[src/rtl/finish_overlay_mixer_if.sv]
//==============================================================================
// Module : finish_overlay_mixer_if
// Brief  : Pixel, sync and game-control bundle feeding the finish overlay mixer.
// Rev    : 1.0  initial release
//==============================================================================
`default_nettype none

interface finish_overlay_mixer_if;
    logic       i_v_sync;
    logic       i_de;
    logic [7:0] i_bg_red;
    logic [7:0] i_bg_green;
    logic [7:0] i_bg_blue;
    logic [7:0] i_game_red;
    logic [7:0] i_game_green;
    logic [7:0] i_game_blue;
    logic       i_game_hit;
    logic [7:0] i_label_red;
    logic [7:0] i_label_green;
    logic [7:0] i_label_blue;
    logic       i_label_hit;
    logic       i_finish;
    logic       i_restart;
    logic [7:0] o_red;
    logic [7:0] o_green;
    logic [7:0] o_blue;
    logic       o_finished;
    logic       o_label_on;

    modport slave (
        input  i_v_sync, i_de,
        input  i_bg_red, i_bg_green, i_bg_blue,
        input  i_game_red, i_game_green, i_game_blue, i_game_hit,
        input  i_label_red, i_label_green, i_label_blue, i_label_hit,
        input  i_finish, i_restart,
        output o_red, o_green, o_blue, o_finished, o_label_on
    );

    modport master (
        output i_v_sync, i_de,
        output i_bg_red, i_bg_green, i_bg_blue,
        output i_game_red, i_game_green, i_game_blue, i_game_hit,
        output i_label_red, i_label_green, i_label_blue, i_label_hit,
        output i_finish, i_restart,
        input  o_red, o_green, o_blue, o_finished, o_label_on
    );
endinterface

`default_nettype wire

[src/rtl/finish_overlay_mixer.sv]
//==============================================================================
// Module : finish_overlay_mixer
// Brief  : Label > game > background pixel mixer with end-of-game blink/hold overlay.
// Rev    : 1.0  initial release
//==============================================================================
`default_nettype none

module finish_overlay_mixer #(
    parameter int BLINK_FRAMES  = 4,
    parameter int BLINK_TOGGLES = 6,
    parameter int DIM_SHIFT     = 1
) (
    input  wire                     i_clk,
    input  wire                     i_rst,
    finish_overlay_mixer_if.slave   bus
);

    localparam logic [7:0] C_FRAME_LAST = 8'(BLINK_FRAMES - 1);
    localparam logic [7:0] C_TOGGLES    = 8'(BLINK_TOGGLES);
    localparam logic [2:0] C_DIM        = 3'(DIM_SHIFT);

    typedef enum logic [1:0] {
        PLAY  = 2'd0,
        BLINK = 2'd1,
        HOLD  = 2'd2
    } state_t;

    state_t     r_state,     w_state_nxt;
    logic       r_label_on,  w_label_on_nxt;
    logic [7:0] r_frame_cnt, w_frame_cnt_nxt;
    logic [7:0] r_tog_cnt,   w_tog_cnt_nxt;
    logic       r_v_sync_q;
    logic       r_finished;
    logic [7:0] r_red, r_green, r_blue;

    logic       w_tick;
    logic [7:0] w_tog_inc;
    logic [2:0] w_shift;
    logic [7:0] w_red, w_green, w_blue;

    assign w_tick    = bus.i_v_sync & ~r_v_sync_q;
    assign w_tog_inc = r_tog_cnt + 8'd1;

    always_ff @(posedge i_clk) begin
        if (i_rst) begin
            r_state     <= PLAY;
            r_label_on  <= 1'b0;
            r_frame_cnt <= 8'd0;
            r_tog_cnt   <= 8'd0;
            r_v_sync_q  <= 1'b0;
            r_finished  <= 1'b0;
        end else begin
            r_state     <= w_state_nxt;
            r_label_on  <= w_label_on_nxt;
            r_frame_cnt <= w_frame_cnt_nxt;
            r_tog_cnt   <= w_tog_cnt_nxt;
            r_v_sync_q  <= bus.i_v_sync;
            r_finished  <= (w_state_nxt != PLAY);
        end
    end

    // Restart outranks both finish and frame tick in every state.
    always_comb begin
        w_state_nxt     = r_state;
        w_label_on_nxt  = r_label_on;
        w_frame_cnt_nxt = r_frame_cnt;
        w_tog_cnt_nxt   = r_tog_cnt;
        case (r_state)
            PLAY: begin
                w_label_on_nxt = 1'b0;
                if (!bus.i_restart && bus.i_finish) begin
                    w_state_nxt     = BLINK;
                    w_label_on_nxt  = 1'b1;
                    w_frame_cnt_nxt = 8'd0;
                    w_tog_cnt_nxt   = 8'd0;
                end
            end
            BLINK: begin
                if (bus.i_restart) begin
                    w_state_nxt    = PLAY;
                    w_label_on_nxt = 1'b0;
                end else if (w_tick) begin
                    if (r_frame_cnt == C_FRAME_LAST) begin
                        w_label_on_nxt  = ~r_label_on;
                        w_frame_cnt_nxt = 8'd0;
                        w_tog_cnt_nxt   = w_tog_inc;
                        if (w_tog_inc == C_TOGGLES) begin
                            w_state_nxt    = HOLD;
                            w_label_on_nxt = 1'b1;
                        end
                    end else begin
                        w_frame_cnt_nxt = r_frame_cnt + 8'd1;
                    end
                end
            end
            HOLD: begin
                w_label_on_nxt = 1'b1;
                if (bus.i_restart) begin
                    w_state_nxt    = PLAY;
                    w_label_on_nxt = 1'b0;
                end
            end
            default: begin
                w_state_nxt    = PLAY;
                w_label_on_nxt = 1'b0;
            end
        endcase
    end

    // Hit bits gate every mux leg so unknown values on unselected sources never reach the output.
    assign w_shift = r_finished ? C_DIM : 3'd0;

    always_comb begin
        w_red   = 8'd0;
        w_green = 8'd0;
        w_blue  = 8'd0;
        if (bus.i_de) begin
            if (r_label_on && bus.i_label_hit) begin
                w_red   = bus.i_label_red;
                w_green = bus.i_label_green;
                w_blue  = bus.i_label_blue;
            end else if (bus.i_game_hit) begin
                w_red   = bus.i_game_red   >> w_shift;
                w_green = bus.i_game_green >> w_shift;
                w_blue  = bus.i_game_blue  >> w_shift;
            end else begin
                w_red   = bus.i_bg_red     >> w_shift;
                w_green = bus.i_bg_green   >> w_shift;
                w_blue  = bus.i_bg_blue    >> w_shift;
            end
        end
    end

    always_ff @(posedge i_clk) begin
        if (i_rst) begin
            r_red   <= 8'd0;
            r_green <= 8'd0;
            r_blue  <= 8'd0;
        end else begin
            r_red   <= w_red;
            r_green <= w_green;
            r_blue  <= w_blue;
        end
    end

    assign bus.o_red      = r_red;
    assign bus.o_green    = r_green;
    assign bus.o_blue     = r_blue;
    assign bus.o_finished = r_finished;
    assign bus.o_label_on = r_label_on;

endmodule

`default_nettype wire

[src/flat_wrapper.sv]
// flat-port wrapper written by rule: the top's interface ports become plain ports
module finish_overlay_mixer_flat 
#(
    parameter int BLINK_FRAMES  = 4,
    parameter int BLINK_TOGGLES = 6,
    parameter int DIM_SHIFT     = 1
)
  (i_clk, i_rst, bus_i_v_sync, bus_i_de, bus_i_bg_red, bus_i_bg_green, bus_i_bg_blue, bus_i_game_red, bus_i_game_green, bus_i_game_blue, bus_i_game_hit, bus_i_label_red, bus_i_label_green, bus_i_label_blue, bus_i_label_hit, bus_i_finish, bus_i_restart, bus_o_red, bus_o_green, bus_o_blue, bus_o_finished, bus_o_label_on);
  finish_overlay_mixer_if bus_i ();
  input  wire i_clk;
  input  wire i_rst;
  input wire logic [$bits(bus_i.i_v_sync)-1:0] bus_i_v_sync;
  input wire logic [$bits(bus_i.i_de)-1:0] bus_i_de;
  input wire logic [$bits(bus_i.i_bg_red)-1:0] bus_i_bg_red;
  input wire logic [$bits(bus_i.i_bg_green)-1:0] bus_i_bg_green;
  input wire logic [$bits(bus_i.i_bg_blue)-1:0] bus_i_bg_blue;
  input wire logic [$bits(bus_i.i_game_red)-1:0] bus_i_game_red;
  input wire logic [$bits(bus_i.i_game_green)-1:0] bus_i_game_green;
  input wire logic [$bits(bus_i.i_game_blue)-1:0] bus_i_game_blue;
  input wire logic [$bits(bus_i.i_game_hit)-1:0] bus_i_game_hit;
  input wire logic [$bits(bus_i.i_label_red)-1:0] bus_i_label_red;
  input wire logic [$bits(bus_i.i_label_green)-1:0] bus_i_label_green;
  input wire logic [$bits(bus_i.i_label_blue)-1:0] bus_i_label_blue;
  input wire logic [$bits(bus_i.i_label_hit)-1:0] bus_i_label_hit;
  input wire logic [$bits(bus_i.i_finish)-1:0] bus_i_finish;
  input wire logic [$bits(bus_i.i_restart)-1:0] bus_i_restart;
  output wire logic [$bits(bus_i.o_red)-1:0] bus_o_red;
  output wire logic [$bits(bus_i.o_green)-1:0] bus_o_green;
  output wire logic [$bits(bus_i.o_blue)-1:0] bus_o_blue;
  output wire logic [$bits(bus_i.o_finished)-1:0] bus_o_finished;
  output wire logic [$bits(bus_i.o_label_on)-1:0] bus_o_label_on;
  assign bus_i.i_v_sync = bus_i_v_sync;
  assign bus_i.i_de = bus_i_de;
  assign bus_i.i_bg_red = bus_i_bg_red;
  assign bus_i.i_bg_green = bus_i_bg_green;
  assign bus_i.i_bg_blue = bus_i_bg_blue;
  assign bus_i.i_game_red = bus_i_game_red;
  assign bus_i.i_game_green = bus_i_game_green;
  assign bus_i.i_game_blue = bus_i_game_blue;
  assign bus_i.i_game_hit = bus_i_game_hit;
  assign bus_i.i_label_red = bus_i_label_red;
  assign bus_i.i_label_green = bus_i_label_green;
  assign bus_i.i_label_blue = bus_i_label_blue;
  assign bus_i.i_label_hit = bus_i_label_hit;
  assign bus_i.i_finish = bus_i_finish;
  assign bus_i.i_restart = bus_i_restart;
  assign bus_o_red = bus_i.o_red;
  assign bus_o_green = bus_i.o_green;
  assign bus_o_blue = bus_i.o_blue;
  assign bus_o_finished = bus_i.o_finished;
  assign bus_o_label_on = bus_i.o_label_on;
  finish_overlay_mixer #(.BLINK_FRAMES(BLINK_FRAMES), .BLINK_TOGGLES(BLINK_TOGGLES), .DIM_SHIFT(DIM_SHIFT)) u_core (.i_clk(i_clk), .i_rst(i_rst), .bus(bus_i));
endmodule
[config.mk]
export PLATFORM = sky130hd
export DESIGN_NAME = finish_overlay_mixer_flat
export DESIGN_NICKNAME = d
export VERILOG_FILES = /design/src/rtl/finish_overlay_mixer_if.sv /design/src/rtl/finish_overlay_mixer.sv /design/src/flat_wrapper.sv
export SDC_FILE = /design/constraint.sdc
export NUM_CORES = 1
export LEC_CHECK = 0
export ABC_AREA = 0
export BUFFER_PORTS_ARGS = -buffer_cell sky130_fd_sc_hd__buf_4
export CORE_ASPECT_RATIO = 0.6
export CORE_UTILIZATION = 48
export CTS_BUF_LIST = sky130_fd_sc_hd__clkbuf_8 sky130_fd_sc_hd__clkbuf_16
export DETAILED_ROUTE_END_ITERATION = 10
export GPL_ROUTABILITY_DRIVEN = 0
export PLACE_DENSITY = 0.89
export SETUP_SLACK_MARGIN = 0.05
export SKIP_CTS_REPAIR_TIMING = 1
export SLEW_MARGIN = 20
export SYNTH_ARGS = -nofsm -noshare
export SYNTH_HDL_FRONTEND = slang
export SYNTH_SLANG_ARGS = --single-unit
[constraint.sdc]
create_clock -name i_clk -period 3 [get_ports i_clk]
set_clock_uncertainty 0.2 [all_clocks]
set_input_delay 0 -clock i_clk [delete_from_list [all_inputs] [get_ports i_clk]]
set_output_delay 0 -clock i_clk [all_outputs]
set_load 0.1 [all_outputs]
==> results_dict.tcl <==
set metrics [dict create \
    startpoint_type "flip-flop" \
    final_core_util_pct 75.1 \
    grt_pass1_wl_um 11100 \
    irDropWorstVdd_uv 285 \
    grt_max_degree 25 \
    synthesis.nets 365 \
    ios 106 \
    grt_pass1_vias 2335 \
    cp.required_ns 3.00 \
    ant_nets 0 \
    reg2reg_depth 4 \
    critical_path.startpoint "u_core.bus.o_finished$_SDFF_PP0_" \
    endpoint_kind "flip-flop" \
    layout.nets 495 \
    worst_setup_hold_path_clk_slew_ns 0.09 \
    dpl_cell_area_um2 3340 \
    slew_headroom_pct 34.7 \
    synth_area_um2 2520 \
    timing.rr.start "u_core.bus.o_finished$_SDFF_PP0_" \
    synthArstFlopShare_pct 0 \
    core_um2 5050 \
    p_leak_nw 1.58 \
    drc 0 \
    stdcell_area_um2 3800 \
    yosysTopAreaCellShare_pct 35.7 \
    cts_tree "yes" \
    min_path_type "in -> reg" \
    synth_seq_area_share_pct 35.7 \
    power_switching_uw 487 \
    critPathMaxFanout 21 \
    grt-ovfl-total 0 \
    cts_buffers 5 \
    whs_ns -0.0403 \
    num_antenna_cells 0 \
    pwr-share-seq_pct 41.2 \
    portBuffers 105 \
    via_count 2777 \
    wl_per_cell_um 17.5 \
    pre_cts_ws_ns 0.614 \
    fp.dieH_um 58.1 \
    crit_end "u_core.bus.o_red[6]$_SDFF_PP0_" \
    drt-initial-drc-count 268 \
    clock-sinks 45 \
    max_stage_delay_ns 0.96 \
    worst_slew_pin_slew_ns 0.979 \
    area.growth.synth_to_final_pct 50.6 \
    critPathBufInv 2 \
    cp.arrival_ns 2.49 \
    h-tree-depth 2 \
    cts_max_path_buffers 2 \
    synth-edff-count 0 \
    yosysWarnings 0 \
    p_int_mw 1.05 \
    seqCellArea_um2 901 \
    setup.worst_path.class "reg -> reg" \
    max_cap_violations 0 \
    p_comb_share_pct 29.1 \
    crit_path_top_delay_cell "dfxtp_1" \
    switching_share_pct 31.6 \
    cp_cell_sequence "inv_1 > o211ai_1 > a21oi_1 > dlygate4sd3_1" \
    slew_violations 0 \
    fin_crit_sh_pct 82.9 \
    clockRootBuffer "clkbuf_8" \
    rsz0062_at_grt "false" \
    ys.flop_type "dfxtp_1" \
    antenna_found_initial 0 \
    grt_usage_pct 26.5 \
    wirelength_um 8360 \
    vias_per_cell 5.81 \
    start_util_pct 49.9 \
    synthCells 282 \
    first_pass_iters 5 \
    floorplan.die_area_um2 5550 \
    multi_input_area_um2 1520 \
    pwr_density_cell_nw_per_um2 405 \
    clock.fmax_mhz 402 \
    critPathTopFamily "flip-flops" \
    fp.dieW_um 95.5 \
    num_rows 20 \
    hpwlAfterDp_um 5370 \
    ys_seq_elements 45 \
    cp_num_cells 4 \
    reg2reg_slack_ns 0.51 \
    yosysUniqueCellTypes 51 \
    avgSynthCellArea_um2 8.94 \
    finalSetupViolCount 0 \
    p_clk_share_pct 29.7 \
    drive_above_1_share_pct 34.7 \
    period_needed_ns 2.49 \
    n_fill_cell 314 \
    setup_slack_ns 0.512 \
    yosysTopAreaCell "dfxtp_1" \
    clock_latency_ns 0.31 \
    reg2reg_to "u_core.bus.o_red[6]$_SDFF_PP0_" \
    hold_viol 6 \
    synth.top_cells.by_area "dfxtp_1 36%, mux4_2 13%, nand2_1 7.3%" \
    setup_tns_ns 0 \
    status "finished, violations left" \
    violations "negative hold slack" \
]
metal layers:
metal	global-route usage [%]	part of all wire [%]	vias to the layer above
met5	0	0	-
met4	9.59	2.3	0
met3	4.99	6.7	19
met2	39.8	48	151
met1	38.0	43	1306
li1	-	-	1301
cell usage after synthesis (all sizes together), types with 3 or more instances:
cell	instances
or4	5
nand3	5
nand2b	3
mux4	15
or4b	3
inv	4
clkbuf	18
mux2	6
nand3b	4
o21ai	10
or3	3
o31ai	3
xnor2	3
dfxtp	45
a22oi	4
buf	4
a21oi	29
xor2	3
o211ai	8
nor2b	3
nand2	49
ha	3
nor2	11
nor3	10
mux2i	3
a31oi	4
through the flow:
step,cells,total power [mW]
3_5_place_dp,436,1.04
6_report,478,1.54
2_1_floorplan,282,0.904
5_1_grt,478,1.59
4_1_cts,443,1.49
3_3_place_gp,436,1.04
logic make-up (layout without fill, tap and decap cells):
family / after synthesis / after routing / synth area share, %
DFF: 45 / 45 / 35.7
xor gates and xnor gates: 6 / 6 / 2.09
muxes: 24 / 24 / 17.3
and+or+nand+nor: 105 / 105 / 21.2
buffers and inverters: 26 / 156 / 4.02
adders and majority gates: 3 / 3 / 1.49
AOI/OAI and AO/OA: 73 / 73 / 18.2
worst reg2reg max path, delay by kind of cell, from the launching register on:
| family | cells | cell delay (ns) |
|---|---|---|
| flip-flops | 1 | 0.96 |
| AO/OA/AOI/OAI | 2 | 0.36 |
| buffers and inverters | 2 | 0.86 |
worst min-delay path by stage:
stage                    startpoint                               end  slack [ns]  depth (start not counted)
3_3_place_gp   bus_i_label_green[3]  u_core.bus.o_green[3]$_SDFF_PP0_        0.05                          3
2_1_floorplan         bus_i_restart  u_core.bus.o_finished$_SDFF_PP0_       -0.09                          1
6_report        bus_i_game_green[5]  u_core.bus.o_green[5]$_SDFF_PP0_       -0.04                          4
4_1_cts         bus_i_label_blue[2]   u_core.bus.o_blue[2]$_SDFF_PP0_       -0.27                          3
3_5_place_dp    bus_i_label_blue[2]   u_core.bus.o_blue[2]$_SDFF_PP0_        0.05                          3
5_1_grt           bus_i_bg_green[5]  u_core.bus.o_green[5]$_SDFF_PP0_       -0.01                          4
power by group through the flow:
| stage | clock (mW) | sequential [mW] | combinational (mW) |
|---|---|---|---|
| 3_3_place_gp | 0 | 0.645 | 0.392 |
| 5_1_grt | 0.489 | 0.636 | 0.469 |
| 6_report | 0.457 | 0.634 | 0.449 |
| 4_1_cts | 0.458 | 0.633 | 0.398 |
| 2_1_floorplan | 0 | 0.780 | 0.124 |
| 3_5_place_dp | 0 | 0.646 | 0.397 |
layout make-up:
cell class,instances,area share (%)
flip-flops and latches,45,23.7
multi-input cells,211,40.0
repair buffers,145,31.0
clock buffers,5,1.81
well taps,66,2.18
clock inverters,2,0.923
inverters,4,0.396
cell usage in the layout, fill, tap and decap left out, types with 5 or more instances in the layout:
| master | netlist | layout |
|---|---|---|
| dfxtp_1 | 45 | 45 |
| mux2_2 | 6 | 6 |
| nor3_1 | 10 | 10 |
| or4_1 | 5 | 5 |
| clkbuf_8 | 0 | 5 |
| nand3_1 | 5 | 5 |
| a21oi_1 | 29 | 29 |
| mux4_2 | 15 | 15 |
| buf_4 | 0 | 110 |
| dlygate4sd3_1 | 0 | 35 |
| nand2_1 | 49 | 49 |
| nor2_1 | 11 | 11 |
| o211ai_1 | 8 | 8 |
| o21ai_0 | 9 | 9 |
registers in the layout, summed over array words and instances, names as in the netlist:
name	flops
u_core.bus.o_red	8
u_core.r_tog_cnt	8
u_core.bus.o_finished	1
u_core.r_v_sync_q	1
u_core.bus.o_blue	8
u_core.r_frame_cnt	8
u_core.r_state	2
u_core.bus.o_label_on	1
u_core.bus.o_green	8
No activity file was read; power rests on OpenSTA's default activity.
